$ cat config.mk
export PLATFORM = sky130hd
export DESIGN_NAME = fetch_unit
export DESIGN_NICKNAME = d
export VERILOG_FILES = /design/src/rtl/fetch_pkg.sv /design/src/rtl/fetch_sat_counter.sv /design/src/rtl/fetch_unit.sv
export SDC_FILE = /design/constraint.sdc
export NUM_CORES = 1
export LEC_CHECK = 0
export ABC_AREA = 1
export CAP_MARGIN = 15
export CORE_MARGIN = 3
export CORE_UTILIZATION = 43
export DETAILED_ROUTE_END_ITERATION = 12
export PLACE_DENSITY = 0.79
export SLEW_MARGIN = 20
export SYNTH_ARGS = -nofsm -noshare
export SYNTH_HDL_FRONTEND = slang
export SYNTH_HIERARCHICAL = 1
export SYNTH_SLANG_ARGS = --single-unit
$ cat constraint.sdc
create_clock -name clk -period 2.74 [get_ports clk]
set_clock_uncertainty 0.15 [all_clocks]
set_input_delay 0.548 -clock clk [delete_from_list [all_inputs] [get_ports clk]]
set_output_delay 0.548 -clock clk [all_outputs]
set_load 0.01 [all_outputs]
$ cat src/rtl/fetch_pkg.sv
// Shared types and constants for the instruction-fetch stage.
package fetch_pkg;

  typedef enum logic [1:0] {
    BOOT = 2'd0,
    RUN  = 2'd1,
    HALT = 2'd2
  } fetch_state_t;

  // Value presented on ins whenever no real instruction is being delivered.
  localparam logic [31:0] DEFAULT_NOP = 32'h0000_0000;

endpackage

$ cat src/rtl/fetch_sat_counter.sv
// Saturating up-counter with enable and asynchronous active-low clear.
module fetch_sat_counter #(
  parameter int unsigned CNT_W = 32
) (
  input  logic             clk,
  input  logic             clr_n,
  input  logic             en,
  output logic [CNT_W-1:0] count
);

  localparam logic [CNT_W-1:0] ONE = CNT_W'(1);

  // Count enabled events; stick at all-ones instead of wrapping.
  always_ff @(posedge clk or negedge clr_n) begin
    if (!clr_n) begin
      count <= '0;
    end else if (en && (count != '1)) begin
      count <= count + ONE;
    end
  end

endmodule

$ cat src/rtl/fetch_unit.sv
// Instruction-fetch stage: owns the PC, drives a 1-cycle-latency
// synchronous instruction memory and hands valid-qualified instructions
// to decode, with jump redirect, wrong-path kill, halt and a delivered count.
module fetch_unit
  import fetch_pkg::*;
#(
  parameter int unsigned       ADDR_W        = 16,
  parameter int unsigned       INS_W         = 32,
  parameter int unsigned       STEP          = 1,
  parameter logic [ADDR_W-1:0] RESET_VECTOR  = '0,
  parameter logic [INS_W-1:0]  NOP_INS       = INS_W'(DEFAULT_NOP),
  parameter bit                FLUSH_ON_JUMP = 1'b1,
  parameter int unsigned       CNT_W         = 32
) (
  input  logic              clk,
  input  logic              reset,
  input  logic              stall,
  input  logic              halt,
  input  logic              pc_mux_sel,
  input  logic [ADDR_W-1:0] jmp_loc,
  output logic [ADDR_W-1:0] mem_addr,
  input  logic [INS_W-1:0]  mem_rdata,
  output logic [INS_W-1:0]  ins,
  output logic              ins_valid,
  output logic [ADDR_W-1:0] current_address,
  output logic [ADDR_W-1:0] next_address,
  output logic [CNT_W-1:0]  fetch_count
);

  localparam logic [ADDR_W-1:0] STEP_A = ADDR_W'(STEP);

  fetch_state_t      state;
  fetch_state_t      state_nxt;
  logic [ADDR_W-1:0] fetch_pc;
  logic              count_en;

  // State register; reset parks the FSM in BOOT.
  always_ff @(posedge clk or negedge reset) begin
    if (!reset) begin
      state <= BOOT;
    end else begin
      state <= state_nxt;
    end
  end

  // Next state, fetch address selection and instruction qualification.
  // A jump overrides stall and halt; HALT/stall re-issue the last address
  // so the memory keeps returning the same word.
  always_comb begin
    state_nxt = state;
    mem_addr  = fetch_pc + STEP_A;
    ins_valid = 1'b0;
    unique case (state)
      BOOT: begin
        state_nxt = RUN;
        mem_addr  = RESET_VECTOR;
      end
      RUN: begin
        if (halt && !pc_mux_sel) begin
          state_nxt = HALT;
        end
        ins_valid = !(pc_mux_sel && FLUSH_ON_JUMP);
        if (pc_mux_sel) begin
          mem_addr = jmp_loc;
        end else if (stall) begin
          mem_addr = fetch_pc;
        end
      end
      HALT: begin
        if (pc_mux_sel) begin
          state_nxt = RUN;
          mem_addr  = jmp_loc;
        end else begin
          mem_addr  = fetch_pc;
        end
      end
      default: begin
        state_nxt = BOOT;
        mem_addr  = RESET_VECTOR;
      end
    endcase
    ins = ins_valid ? mem_rdata : NOP_INS;
  end

  // fetch_pc remembers the address issued last cycle, i.e. the address
  // whose data is on mem_rdata now.
  always_ff @(posedge clk or negedge reset) begin
    if (!reset) begin
      fetch_pc <= RESET_VECTOR;
    end else begin
      fetch_pc <= mem_addr;
    end
  end

  // Link values for decode.
  always_comb begin
    current_address = fetch_pc;
    next_address    = fetch_pc + STEP_A;
  end

  // An instruction counts as delivered when it is valid and consumed.
  always_comb begin
    count_en = ins_valid && !stall;
  end

  fetch_sat_counter #(
    .CNT_W(CNT_W)
  ) u_fetch_count (
    .clk  (clk),
    .clr_n(reset),
    .en   (count_en),
    .count(fetch_count)
  );

endmodule

==> results.toml <==
[outcome]
outcome = "finished, final reports clean"

[clock_network]
htree_levels = 2
cts_root_buf = "clkbuf_8"
clock_path_buffers = 2
cts_inserted_buffers = 5
clk_pin_slew_ps = 100
clock_latency_ps = 310
cts_sinks = 50
cts_tree = "yes"

[synthesis]
ys_types = 35
synth_nets = 680
synth_top_area_cell = "dfrtp_1"
ys_ff_latch = 50
syn_avg_cell_area_sq_um = 6.26
ys.flop_type = "dfrtp_1"
synth_area_leaders = "dfrtp_1, nand2_1, nor2_1"
async_flop_share = 1.00
synth_top_area_frac = 0.322
synth_edf_count = 0
ys.warnings.count = 6
synth_area_sq_mm = 0.00389
yosysSeqAreaShare = 0.322
synthesis.instances = 621

[detailed_routing]
wl_per_cell_um = 15.4
drt_iter0_markers = 278
drc = 0
viasPerCell = 5.12
via_count = 4835
drt_pass1_iterations = 5
postRouteAntennaNets = 0
route.final.wire_length_um = 14500

[setup_path]
worst-path-buf-inv = 3
rr_endpoint = "u_fetch_count/count[26]"
path_class = "flip-flop to output pin"
worstReg2RegStart = "state[0]"
slowest_delay_ps = 520
cp-start-kind = "flip-flop"
end_kind = "output pin"
worst-path-max-fanout = 4
crit_arrival_ps = 2000
crit_slowest_cell = "clkdlybuf4s50_1"
r2r_cells = 14
cp_common_cell = "buf_4"
r2r_slack_ps = 370
cp_top_family = "buffers and inverters"
path_cells = "buf_4 -> nand3_2 -> nor2_2 -> xor2_1 -> buf_4 -> clkdlybuf4s50_1"
cp.required_ps = 2040

[sta]
setup_violations = 0
relSlewSlack = 0.545
max_freq_ghz = 0.371
rsz0062_at_grt = "true"
drv_slew = 0
hold_viol = 0
layout_min_cycle_time_ps = 2700
worst_pin_slew_ps = 677
fin_crit_sh = 0.984

[min_path]
whs_path_depth = 2
worstHoldEndpoint = "u_fetch_count/count[31]"
hold_class = "flip-flop to flip-flop"
min_from = "u_fetch_count/count[31]"

[finish]
antenna-diode-count = 0
post-route-util = 0.713
drive_above_1_share = 0.159
final_cells = 944
final_nets = 894
area_growth_pct = 60.7

[placement]
io_buffers = 165
place_congestion = 0.940
dpl.cell_count = 922
detailed_place_hpwl_um = 11400

[global_routing]
grt_pass1_wl_um = 22400
grt_start_max_net_pins = 34
gr-total-overflow = 0
grt_pass1_vias = 4560
grt_antenna_before_repair = 0
track_usage = 0.275

[flow_run]
maxCapViolations = 0

[pwr]
powerDensity_mw_per_mm2 = 574
p_leak_nw = 2.91
ir_drop_uv = 601

[floorplanning]
fp.coreArea_sq_mm = 0.00876
io_pins = 166
chipWidth_um = 101
die-area_sq_mm = 0.0102
die_h_um = 101
start_util = 0.443
placement_rows = 34
## layer usage
layer,up-vias,track usage,part of all wire
li1,2352,-,-
met1,2235,0.358,0.40
met2,228,0.470,0.49
met3,20,0.0429,0.084
met4,0,0.0808,0.019
met5,-,0,0
## sequential cells by signal, indices dropped and copies added, names as in the netlist
| name | cells |
|---|---|
| current_address | 16 |
| state | 2 |
| u_fetch_count/count | 32 |
## per-stage QoR
step                      cell area [sq um]  hold WS (ps)  total power (W)  setup TNS [ps]  setup WS (ps)
after global routing                   6250           435          0.00381            -394          -52.4
after global placement                 5900           294          0.00290           -5430           -340
final                                  6250           391          0.00359               0           43.8
after detailed placement               5900           296          0.00294           -7540           -397
after CTS                              6130           398          0.00350           -5.95          -4.09
after floorplan                        3890           102          0.00177               0            505
## worst max path at each step
| stage | startpoint | to | cells past startpoint |
|---|---|---|---|
| after floorplan | current_address[1] | mem_addr[8] | 7 |
| after detailed placement | pc_mux_sel | mem_addr[2] | 8 |
| final | current_address[0] | next_address[5] | 6 |
| after global routing | current_address[0] | mem_addr[9] | 10 |
| after global placement | pc_mux_sel | mem_addr[3] | 7 |
| after CTS | current_address[0] | mem_addr[10] | 12 |
## synthesized netlist by cell type (4+ instances only)
| cell type | instances |
|---|---|
| a21oi_1 | 20 |
| and2_1 | 5 |
| buf_2 | 6 |
| dfrtp_1 | 50 |
| ha_1 | 6 |
| inv_1 | 91 |
| nand2_1 | 193 |
| nand2_2 | 9 |
| nand3_1 | 36 |
| nand3b_1 | 9 |
| nand4_1 | 15 |
| nor2_1 | 98 |
| nor2_2 | 9 |
| nor2_4 | 5 |
| o21ai_0 | 22 |
| o22ai_1 | 4 |
| xnor2_1 | 7 |
| xor2_1 | 7 |
## worst min-delay path, delay by kind of cell, from the launching register on
kind | cells | cell delay (ps)
DFF | 1 | 400
and+or+nand+nor | 2 | 110
## layout by cell type (no fill, tap or decap), types with 2 or more instances in the layout
master	count
nand2_1	192
clkdlybuf4s50_1	138
nor2_1	95
inv_1	89
buf_4	52
dfrtp_1	48
nand3_1	36
o21ai_0	21
nand4_1	15
a21oi_1	14
nor2_4	9
nand2_2	9
nand3b_1	9
a21oi_2	8
nor2_2	8
clkbuf_2	8
clkbuf_8	7
dlymetal6s2s_1	7
xnor2_1	7
xor2_1	6
inv_2	5
and2_1	5
dlygate4sd2_1	4
o22ai_1	3
ha_1	3
buf_2	3
clkdlybuf4s15_1	3
nand2_4	2
o21ai_2	2
a221oi_2	2
o21ai_1	2
ha_4	2
dfrtp_2	2
clkdlybuf4s15_2	2
nor3_1	2
## logic make-up after synthesis
group	synth area share
flip-flops	0.322
buffers and inverters	0.112
adder cells (fa/ha/maj)	0.0193
XOR/XNOR	0.0316
AO/OA/AOI/OAI	0.0840
AND/OR/NAND/NOR	0.431
## what timing repair did
| action | 4_1_cts | 5_1_grt |
|---|---|---|
| endpoints found under the setup margin | 54 | 57 |
| hold buffers | 1 | 0 |
| hold endpoints to repair | 10 | 0 |
| pin swaps | 2 | 6 |
| gates resized for setup | 45 | 47 |
| buffers inserted | 6 | 7 |
## final cells by class
type	count	area, sq um
multi-input cells	462	2340
fillers	750	2520
repair buffers	221	2060
flip-flops and latches	50	1250
well taps	108	135
inverters	95	358
clock inverters	1	8.76
clock buffers	7	96.3
## report_power, final
part | switching [W] | internal, W | total [W]
Combinational | 0.00107 | 0.00103 | 0.00210
Sequential | 0.000138 | 0.000846 | 0.000985
Clock | 0.000271 | 0.000232 | 0.000504
Total | 0.00148 | 0.00211 | 0.00359
No activity file was read; power rests on OpenSTA's default activity.
